<file path="src/rtl/fp_align_pkg.sv">
// Shared types and widths for the FP add/sub alignment sequencer.
// Optional build macro: ALIGN_EARLY_FLUSH_EN (see fp_align_sequencer).
package fp_align_pkg;

  typedef enum logic [1:0] {
    IDLE    = 2'd0,
    COMPARE = 2'd1,
    SHIFT   = 2'd2,
    DONE    = 2'd3
  } state_e;

  localparam int GrsWidth = 3;

  // Aligned width: hidden bit + stored fraction + guard/round/sticky.
  function automatic int align_width(input int mantissa_size);
    return mantissa_size + 1 + GrsWidth;
  endfunction

endpackage

</file>
<file path="src/rtl/align_shift_step.sv">
// One right-shift step of the smaller significand.
// Every bit shifted out is folded into bit0 as sticky.
module align_shift_step #(
  parameter int Width     = 27,
  parameter int StepWidth = 3
) (
  input  logic [Width-1:0]     value_i,
  input  logic [StepWidth-1:0] amount_i,
  output logic [Width-1:0]     value_o
);

  logic [Width-1:0] lost_mask;
  logic [Width-1:0] shifted;
  logic             sticky;

  always_comb begin
    lost_mask = ~({Width{1'b1}} << amount_i);
    sticky    = |(value_i & lost_mask);
    shifted   = value_i >> amount_i;
    value_o   = {shifted[Width-1:1], shifted[0] | sticky};
  end

endmodule

</file>
<file path="src/rtl/fp_align_sequencer.sv">
// Multi-cycle exponent compare/swap and sticky-preserving mantissa alignment.
// ALIGN_EARLY_FLUSH_EN: resolve fully shifted-out operands directly in COMPARE.
module fp_align_sequencer
  import fp_align_pkg::*;
#(
  parameter int ExponentSize = 8,
  parameter int MantissaSize = 23,
  parameter int ShiftStep    = 4
) (
  input  logic                    Clk,
  input  logic                    Reset,
  input  logic                    InValid,
  output logic                    InReady,
  input  logic [ExponentSize-1:0] Exponent1,
  input  logic [ExponentSize-1:0] Exponent2,
  input  logic [MantissaSize:0]   Mantissa1,
  input  logic [MantissaSize:0]   Mantissa2,
  output logic                    OutValid,
  input  logic                    OutReady,
  output logic [ExponentSize-1:0] ResultExponent,
  output logic [MantissaSize+3:0] AlignedLarge,
  output logic [MantissaSize+3:0] AlignedSmall,
  output logic                    Swapped,
  output logic                    Busy
);

  localparam int M     = MantissaSize + 1;
  localparam int W     = align_width(MantissaSize);
  localparam int CntW  = $clog2(W + 1);
  localparam int StepW = $clog2(ShiftStep + 1);

  state_e                  state_q, state_d;
  logic [ExponentSize-1:0] e1_q, e1_d;
  logic [ExponentSize-1:0] e2_q, e2_d;
  logic [M-1:0]            m1_q, m1_d;
  logic [M-1:0]            m2_q, m2_d;
  logic [ExponentSize-1:0] exp_q, exp_d;
  logic [W-1:0]            large_q, large_d;
  logic [W-1:0]            small_q, small_d;
  logic                    swap_q, swap_d;
  logic [CntW-1:0]         rem_q, rem_d;

  logic                    e2_gt;
  logic [ExponentSize-1:0] diff;
  logic [31:0]             diff_ext;
  logic [CntW-1:0]         rem_init;
  logic [StepW-1:0]        step;
  logic [M-1:0]            m_large;
  logic [M-1:0]            m_small;
  logic [W-1:0]            small_shifted;

  always_comb begin
    e2_gt    = e2_q > e1_q;
    diff     = e2_gt ? (e2_q - e1_q) : (e1_q - e2_q);
    diff_ext = 32'(diff);
    // Saturate at W: beyond that only the sticky bit survives anyway.
    rem_init = (diff_ext >= 32'(W)) ? CntW'(W) : CntW'(diff_ext);
    step     = (rem_q > CntW'(ShiftStep)) ? StepW'(ShiftStep)
                                          : StepW'(rem_q);
    m_large  = e2_gt ? m2_q : m1_q;
    m_small  = e2_gt ? m1_q : m2_q;
  end

  align_shift_step #(
    .Width    (W),
    .StepWidth(StepW)
  ) u_step (
    .value_i (small_q),
    .amount_i(step),
    .value_o (small_shifted)
  );

  always_comb begin
    state_d = state_q;
    e1_d    = e1_q;
    e2_d    = e2_q;
    m1_d    = m1_q;
    m2_d    = m2_q;
    exp_d   = exp_q;
    large_d = large_q;
    small_d = small_q;
    swap_d  = swap_q;
    rem_d   = rem_q;
    unique case (state_q)
      IDLE: begin
        if (InValid) begin
          e1_d    = Exponent1;
          e2_d    = Exponent2;
          m1_d    = Mantissa1;
          m2_d    = Mantissa2;
          state_d = COMPARE;
        end
      end
      COMPARE: begin
        swap_d  = e2_gt;
        exp_d   = e2_gt ? e2_q : e1_q;
        large_d = {m_large, {GrsWidth{1'b0}}};
        small_d = {m_small, {GrsWidth{1'b0}}};
        rem_d   = rem_init;
        state_d = (rem_init == '0) ? DONE : SHIFT;
`ifdef ALIGN_EARLY_FLUSH_EN
        if (rem_init == CntW'(W)) begin
          small_d = {{(W-1){1'b0}}, |m_small};
          rem_d   = '0;
          state_d = DONE;
        end
`endif
      end
      SHIFT: begin
        small_d = small_shifted;
        rem_d   = rem_q - CntW'(step);
        if (rem_d == '0) state_d = DONE;
      end
      DONE: begin
        if (OutReady) state_d = IDLE;
      end
      default: state_d = IDLE;
    endcase
  end

  always_ff @(posedge Clk or posedge Reset) begin
    if (Reset) begin
      state_q <= IDLE;
      e1_q    <= '0;
      e2_q    <= '0;
      m1_q    <= '0;
      m2_q    <= '0;
      exp_q   <= '0;
      large_q <= '0;
      small_q <= '0;
      swap_q  <= 1'b0;
      rem_q   <= '0;
    end else begin
      state_q <= state_d;
      e1_q    <= e1_d;
      e2_q    <= e2_d;
      m1_q    <= m1_d;
      m2_q    <= m2_d;
      exp_q   <= exp_d;
      large_q <= large_d;
      small_q <= small_d;
      swap_q  <= swap_d;
      rem_q   <= rem_d;
    end
  end

  assign InReady        = (state_q == IDLE);
  assign OutValid       = (state_q == DONE);
  assign Busy           = (state_q != IDLE);
  assign ResultExponent = exp_q;
  assign AlignedLarge   = large_q;
  assign AlignedSmall   = small_q;
  assign Swapped        = swap_q;

endmodule

</file>
<file path="config.mk">
export PLATFORM = sky130hd
export DESIGN_NAME = fp_align_sequencer
export DESIGN_NICKNAME = d
export VERILOG_FILES = /design/src/rtl/fp_align_pkg.sv /design/src/rtl/align_shift_step.sv /design/src/rtl/fp_align_sequencer.sv
export SDC_FILE = /design/constraint.sdc
export NUM_CORES = 1
export LEC_CHECK = 0
export BUFFER_PORTS_ARGS = -buffer_cell sky130_fd_sc_hd__buf_2
export CAP_MARGIN = 20
export CORE_MARGIN = 2
export CORE_UTILIZATION = 45
export CTS_CLUSTER_DIAMETER = 120
export DETAILED_ROUTE_END_ITERATION = 12
export PLACE_DENSITY = 0.66
export SYNTH_ARGS = -nofsm -noshare
export SYNTH_HDL_FRONTEND = slang
export SYNTH_SLANG_ARGS = --single-unit
export TNS_END_PERCENT = 5
</file>
<file path="constraint.sdc">
create_clock -name Clk -period 6.95 [get_ports Clk]
set_clock_uncertainty 0.15 [all_clocks]
set_input_delay 1.39 -clock Clk [delete_from_list [all_inputs] [get_ports Clk]]
set_output_delay 1.39 -clock Clk [all_outputs]
set_load 0.01 [all_outputs]
</file>
==> qor.txt, run 1 <==
Status -> finished, final reports clean
CP startpoint kind -> register
Avg Cell Area, Syn -> 10.14 µm²
Port-buffer cells -> 130
CP Cell Sequence -> inv_1 > ha_1 > inv_1 > fa_1 > nand3_1 > a21oi_2 > o31ai_4 > buf_4 > a211oi_2 > a221oi_1 > o21ba_4 > and3_1 > o21ai_1
Hold WC Path Type -> register to register
Crit Path Class -> register to register
Max Cap Viol -> 0
Vias per inst -> 5.523
Number of distinct library cells after synthesis -> 70
Die Footprint -> 18420 µm²
PwrDens -> 630.7 nW/µm²
Critical Path AT -> 3.84 ns
CTS Buf Count -> 17
Share of post-route cells with drive strength above 1 -> 31.83%
Hold-fix buffers, CTS -> 0
XOR/XNOR share of the synthesized area -> 0.2244%
CTS root buffer -> clkbuf_16
Post-CTS setup buffers -> 0
DRC Markers -> 0
Slowest-stage cell, CP -> o31ai_4
Primary FF master, synth -> dfrtp_1
Mapped cell area -> 7806 µm²
Post-synth EDFFs -> 0
Fmax -> 0.2741 GHz
Synth top area share -> 41.99%
Final Wtd Congestion -> 0.8062
Worst slew pin tran -> 0.8697 ns
Vias in the first global route -> 5803
Routed length on met3 -> 1072 µm
Initial antenna violation count -> 0
Power Total -> 0.005752 W
Die width -> 135.7 µm
Synth area leader -> dfrtp_1
Pin count of the biggest net entering global routing -> 82
Final WL -> 19370 µm
Complex-gate fraction of the synthesized area -> 13.59%
Main combinational cell family by area after synthesis -> multiplexers
Post-layout net count -> 963
Synthesis-to-layout area growth -> 16.83%
Post-synthesis sequential area ratio -> 41.99%
Top Layer Used -> met4
Max Slew Vio Count -> 0
Met2 routed WL -> 8670 µm
Sink Count -> 131
Period utilization -> 52.48%
Hpwl dp -> 13460 µm
Core footprint -> 17120 µm²
Setup tns final -> 0 ns
Leak pwr -> 4.190 nW
Crit Path Max Fanout -> 29
Final std cells w/o fill -> 1111
IR drop worst, VDD -> 267.7 µV
Flops & latches, synth -> 131
Kind of cell adding the most delay to the critical path -> compound AO/OA/AOI/OAI gates
Synth Area in Adders -> 3.847%
Async S/R FF share, synth -> 100.0%
Synth Instances -> 770
Top post-synthesis cells by area -> dfrtp_1 42%, mux2_2 9.8%, mux2i_1 6.8%
CP Capture Type -> register
Fin crit period -> 3.648 ns
Clock Latency Late Sink -> 0.42 ns
Post-route ant nets -> 0
Metal-1 WL -> 9485 µm
Total GRT Usage -> 22.08%
Clock Path Buffers -> 2
Final Hold Vio Count -> 0
Placed cells -> 1078
Site row count -> 48
CTS tree -> yes
Final number of setup-violating endpoints -> 0
Overflow after GRT -> 0
Starting Density -> 45.61%
Most used cell, CP -> inv_1
CTS resizes -> 0
Worst path max stage delay -> 0.72 ns
WL/cell -> 17.43 µm
First-pass GRT wire length -> 31580 µm
Post-Synth Simple-Gate Area -> 11.70%
Yosys warnings -> 0
Worst slew margin -> 42.02%
DR iter-0 viols -> 552
Worst-path clk slew -> 0.06 ns
Worst endpoint required time -> 7.14 ns
Antenna Cells -> 0
Bufs and invs on worst path -> 3
H-tree Lvls -> 4
Vias after detailed routing -> 6136
RSZ-0062 raised after global routing -> false
Post-synthesis mux area share -> 21.80%
Die Ht -> 135.7 µm
I/O pin total -> 134
Drt first pass iters -> 5
[synthesized netlist by cell type (all sizes together), types with 18 or more instances]
cell      n
o21ai    35
mux4     18
clkbuf   36
ha       20
mux2i    53
nand2    66
buf      23
a21oi    66
nand3    36
inv      51
nor2     58
dfrtp   131
mux2     68
[routing by layer]
layer	GRT usage, %	vias up
met5	0	-
met4	5.382	0
met3	4.751	11
met2	31.31	184
met1	34.19	2984
li1	-	2957
[cell usage in the layout (no fill, tap or decap), drive strengths merged, types with 5 or more instances in the layout]
| cell type | instances |
|---|---|
| dfrtp | 131 |
| mux4 | 18 |
| clkbuf | 18 |
| o21ai | 35 |
| nor3 | 10 |
| buf | 141 |
| nand2 | 66 |
| a211oi | 5 |
| a311oi | 6 |
| nor2 | 58 |
| mux2 | 68 |
| nand3 | 36 |
| o22ai | 5 |
| o211ai | 16 |
| ha | 20 |
| mux2i | 53 |
| clkinv | 5 |
| a21oi | 66 |
| inv | 55 |
[flip-flops by register name (all words and copies together) (netlist names)]
| name | flops |
|---|---|
| AlignedSmall | 27 |
| AlignedLarge | 24 |
| m1_q | 24 |
| m2_q | 24 |
| ResultExponent | 8 |
| e1_q | 8 |
| e2_q | 8 |
| rem_q | 5 |
| state_q | 2 |
| Swapped | 1 |
[area by class of cell]
type	instances	area [µm²]
clock inverters	14	152.6
inverters	51	193.9
flip-flops and latches	131	3278
fillers	1565	7996
clock buffers	18	439.2
repair buffers	141	753.2
well taps	225	281.5
multi-input cells	531	4021
[report_power, final]
group          total, W  switching (W)  internal [W]  leakage, nW
clock network  0.000899       0.000358      0.000542        0.285
registers       0.00157       0.000402       0.00117         1.54
logic           0.00328        0.00184       0.00144         2.36
total           0.00575        0.00260       0.00316         4.19
[metrics by stage]
stage	cell area [µm²]	hold WS [ns]	util (%)	setup WS (ns)
6_report	9120	0.3604	53.28	3.302
3_3_place_gp	8501	0.3409	49.66	3.342
3_5_place_dp	8501	0.3472	49.66	3.281
5_1_grt	9120	0.3749	53.28	2.979
4_1_cts	9092	0.3627	53.12	3.258
2_1_floorplan	7814	0.3294	-	1.912
[path summary, 6_finish.rpt]
path / from / endpoint / slack (ns) / cells after the start
setup / recovery: e2_q[0] / rem_q[3] / 3.30 / 13
hold / removal: Swapped / Swapped / 0.36 / 1
setup reg to reg: e2_q[0] / rem_q[3] / 3.30 / 13
hold reg to reg: Swapped / Swapped / 0.36 / 1
max in group asynchronous: Reset / e2_q[0] / 4.66 / 4
min in group asynchronous: Reset / e1_q[7] / 0.91 / 2
[cells by family after synthesis]
group,Yosys count
AO/OA/AOI/OAI,165
XOR/XNOR,2
adder cells (fa/ha/maj),23
buffers and inverters,110
flip-flops,131
multiplexers,139
other,2
AND/OR/NAND/NOR,198
Power figures use the tool's default switching activity.
==> run 2, diff against run 1 <==
Clock period 6.95 ns to 3.75 ns, I/O delays scaled along.
==> run 2 against run 1 <==
Sequential power up 84%. Routed wire length up 1.2%. Critical path type unchanged. Core utilization up 0.48 points. Non-clock buffer count up 9.
==> qor.txt, run 2 (synthesized netlist as in run 1, its figures left out) <==
Status -> finished, final reports clean
Vias per inst -> 5.452
Setup tns final -> 0 ns
IR drop worst, VDD -> 463.9 µV
Worst hold stages -> 1
Commonest non-fill, non-tap cell in the layout -> dfrtp_1
Port-buffer cells -> 130
Hold Path Origin -> e1_q[7]
Min-Delay Endpoint -> e1_q[7]
Hpwl dp -> 13730 µm
Site row count -> 48
CTS Buf Count -> 17
Most frequent cells in the layout -> 131 x dfrtp_1, 130 x buf_2, 68 x mux2_2
Drt first pass iters -> 5
First-pass GRT wire length -> 31730 µm
Vias in the first global route -> 5886
Reg-to-reg endpoint -> AlignedSmall[3]
DR iter-0 viols -> 388
CTS tree -> yes
Pin count of the biggest net entering global routing -> 132
Final Wtd Congestion -> 0.8178
Hold Slack -> 0.3549 ns
I/O pin total -> 134
Overflow after GRT -> 0
Vias after detailed routing -> 6101
Antenna Cells -> 0
Fin crit period -> 3.156 ns
Final WL -> 19590 µm
Final Hold Vio Count -> 0
Share of post-route cells with drive strength above 1 -> 32.21%
Hold WC Path Type -> register to register
Die Ht -> 135.7 µm
Worst endpoint required time -> 3.89 ns
Clock Latency Late Sink -> 0.42 ns
Die width -> 135.7 µm
Largest register FFs -> 27
Post-CTS setup buffers -> 0
PwrDens -> 1175 nW/µm²
RSZ-0062 raised after global routing -> false
Post-route ant nets -> 0
Core footprint -> 17120 µm²
Sink Count -> 131
R2R setup slack -> 0.59 ns
Worst setup margin -> 0.5938 ns
Initial antenna violation count -> 0
Dpl ws -> 0.5907 ns
Fmax -> 0.3168 GHz
Worst slew margin -> 43.95%
Layout fillers -> 1545
Max Cap Viol -> 0
Period utilization -> 84.17%
Crit Path Max Fanout -> 14
Total GRT Usage -> 22.19%
Hold-fix buffers, CTS -> 0
CP startpoint kind -> register
Post-layout net count -> 972
CP Capture Type -> register
Worst slew pin tran -> 0.8298 ns
Starting Density -> 45.61%
Worst R2R Path Depth -> 10
Critical Path AT -> 3.29 ns
Fin util -> 53.76%
Crit Path Class -> register to register
Max Slew Vio Count -> 0
Leak pwr -> 4.227 nW
CTS resizes -> 0
H-tree Lvls -> 4
Final number of setup-violating endpoints -> 0
R2r startpoint -> e1_q[5]
WL/cell -> 17.51 µm
DRC Markers -> 0
Die Footprint -> 18420 µm²
CTS root buffer -> clkbuf_16
Worst-path clk slew -> 0.06 ns
Synthesis-to-layout area growth -> 17.87%
Clock Path Buffers -> 2
==> run 2: cell count changes in the layout (fill, tap and decap cells not counted), sizes merged <==
cell,previous run,this run
inv,55,51
clkinvlp,3,4
buf,141,150
clkinv,5,4
clkbuf,18,21
==> run 2: routing by layer <==
layer,track usage [%],part of all wire [%]
met3,4.415,4.6
met4,6.539,1.3
met1,34.07,50
met2,31.57,45
met5,0,0
==> run 2: power breakdown <==
part / total (W) / switching, W / leakage (nW) / internal [W]
Sequential: 0.00289 / 0.000721 / 1.54 / 0.00217
Combinational: 0.00628 / 0.00347 / 2.41 / 0.00281
Clock: 0.00164 / 0.000629 / 0.276 / 0.00102
==> run 2: through the flow <==
stage,power (W),cells,cell area (µm²)
2_1_floorplan,0.007541,772,7818
3_3_place_gp,0.009044,1088,8615
3_5_place_dp,0.009151,1088,8615
4_1_cts,0.01085,1119,9201
5_1_grt,0.01171,1119,9201
6_report,0.01081,1119,9201
==> run 2: critical path: stages, from the launching register on <==
cell and delay (ns):
dfrtp_1 0.40, inv_1 0.06, ha_1 0.45, a211oi_1 0.13, nor3_1 0.43, o31a_2 0.44
buf_4 0.27, mux2i_1 0.34, nand2_1 0.15, nand3_1 0.10, o21ai_0 0.10
==> run 2: worst max path at each step <==
| stage | start | to | slack (ns) | cells past startpoint |
|---|---|---|---|---|
| floorplan | rem_q[1] | state_q[1] | 0.98 | 10 |
| global placement | e1_q[5] | rem_q[1] | 0.68 | 10 |
| detailed placement | e1_q[5] | AlignedSmall[3] | 0.59 | 10 |
| CTS | e1_q[5] | AlignedSmall[3] | 0.58 | 10 |
| global route | e1_q[5] | AlignedSmall[3] | 0.35 | 10 |
| finish | e1_q[5] | AlignedSmall[3] | 0.59 | 10 |
==> run 2: final cells by class <==
class                   count  area [µm²]  share of cell area (%)
flip-flops and latches    131        3278                   35.63
clock inverters            10       126.4                   1.373
repair buffers            150       838.3                   9.111
well taps                 225       281.5                   3.060
multi-input cells         531        4021                   43.70
inverters                  51       195.2                   2.121
clock buffers              21       460.4                   5.004
==> run 3, diff against run 2 <==
Settings changed: PLACE_DENSITY 0.66 to 0.69.
Clock period 3.75 ns to 2.6 ns, I/O delays scaled along.
==> run 3 against run 2 <==
The run now ends with negative setup slack left. Core utilization grew 5.8 points. Maximum frequency rose by 15%. Die area is the same. Sequential share of layout area decreased by 3.5 points. First-iteration DRC count unchanged. Count of clock-buffer cells in the layout unchanged. Register-to-register slack worse by 0.74 ns. Flip-flop and latch count stayed put. Via count up 6.5%. Non-clock buffer count increased by 79.
==> qor.txt, run 3 (synthesized netlist as in run 1, its figures left out) <==
Worst-path clk slew -> 0.06 ns
Die width -> 135.7 µm
Final number of setup-violating endpoints -> 23
Area of the multi-input gates -> 4303 µm²
Clock Path Buffers -> 2
DR iter-0 viols -> 388
CTS root buffer -> clkbuf_16
Max Slew Vio Count -> 0
Antenna Cells -> 0
Hold-fix buffers, CTS -> 0
Status -> complete, but fails checks
Site row count -> 48
CP startpoint kind -> register
Core footprint -> 17120 µm²
Initial antenna violation count -> 2
Worst slew pin tran -> 0.6177 ns
Starting Density -> 45.61%
Worst R2R Path Depth -> 11
CTS tree -> yes
CP Capture Type -> register
Dpl ws -> -0.2927 ns
Fin util -> 59.52%
Period utilization -> 105.7%
Max Cap Viol -> 0
Commonest non-fill, non-tap cell in the layout -> dfrtp_1
R2R setup slack -> -0.15 ns
I/O pin total -> 134
Total GRT Usage -> 22.58%
Crit Path Class -> register to register
Worst endpoint required time -> 2.74 ns
Largest register FFs -> 27
Final Wtd Congestion -> 0.8439
Failing checks -> negative setup slack
Slowest-stage cell, CP -> dfrtp_1
First-pass GRT wire length -> 32260 µm
Pin count of the biggest net entering global routing -> 71
Worst path max stage delay -> 0.40 ns
Fmax -> 0.3639 GHz
Synthesis-to-layout area growth -> 30.52%
Final Hold Vio Count -> 0
Vias per inst -> 5.422
H-tree Lvls -> 4
R2r startpoint -> e2_q[0]
CTS Buf Count -> 17
Most frequent cells in the layout -> 131 x dfrtp_1, 130 x buf_2, 83 x buf_4
Vias after detailed routing -> 6496
Crit Path Max Fanout -> 11
Worst setup margin -> -0.1483 ns
Final WL -> 20760 µm
Critical Path AT -> 2.89 ns
Vias in the first global route -> 6178
Fin crit period -> 2.748 ns
WL/cell -> 17.33 µm
Overflow after GRT -> 0
Die Footprint -> 18420 µm²
Sink Count -> 131
Reg-to-reg endpoint -> AlignedSmall[26]
Post-route ant nets -> 0
Hpwl dp -> 14150 µm
DRC Markers -> 0
Drt first pass iters -> 5
Share of post-route cells with drive strength above 1 -> 42.03%
Layout fillers -> 1430
Post-layout net count -> 1051
Port-buffer cells -> 130
Worst slew margin -> 58.28%
Register area -> 3278 µm²
Clock Latency Late Sink -> 0.42 ns
RSZ-0062 raised after global routing -> true
Hold WC Path Type -> primary input to async pin
CP Cell Sequence -> inv_2 > ha_4 > inv_2 > fa_2 > nand3_2 > a21oi_4 > o31ai_4 > buf_4 > buf_4 > mux2i_1 > o21ai_0
Setup tns final -> -1.941 ns
Die Ht -> 135.7 µm
## run 3: timing repair
| action | in CTS | in global routing |
|---|---|---|
| endpoints found under the setup margin | 31 | 35 |
| resized for setup | 28 | 39 |
| buffers inserted | 4 | 10 |
| pin swaps | 15 | 21 |
| gates cloned | 0 | 1 |
| endpoints found under the hold margin | 0 | 0 |
## run 3: stage by stage
step	hold slack, ns	cells	cell area [µm²]
floorplan	0.3294	772	7818
global placement	0.3390	1153	9153
detailed placement	0.3410	1153	9153
CTS	0.07991	1187	9925
global route	0.09919	1198	10190
finish	0.06460	1198	10190
## run 3: worst max-delay path: cells and delay by family, from the launching register on
kind	cells	cell delay, ns
compound gates	3	0.52
fa+ha+maj	2	0.50
buf+inv	4	0.61
flops	1	0.40
mux	1	0.32
simple gates	1	0.12
## run 3: per-layer routing
layer | track usage [%] | share of wire [%] | vias to the layer above
met5 | 0 | 0.13 | -
met4 | 7.350 | 1.5 | 4
met3 | 4.639 | 4.5 | 28
met2 | 34.32 | 48 | 174
met1 | 32.38 | 46 | 3176
li1 | - | - | 3114
## run 3: layout make-up
class                      count  share of cell area (%)
sequential                   131                   32.17
clock inverter                10                   1.203
tap                          225                   2.763
multi-input combinational    531                   42.23
timing repair buffer         229                   15.09
clock buffer                  21                   4.617
inverter                      51                   1.916
## run 3: worst max-delay path by stage
stage | start | endpoint | cells past startpoint
finish | e2_q[0] | AlignedSmall[26] | 11
global route | e1_q[0] | state_q[0] | 13
CTS | e2_q[0] | rem_q[0] | 12
detailed placement | e2_q[0] | state_q[0] | 12
global placement | e2_q[0] | rem_q[0] | 12
floorplan | rem_q[1] | state_q[1] | 10
Power of run 3 is left out: the tool's default activity adds up to more than one toggle a clock period on the data nets, which glitch-free logic cannot reach.
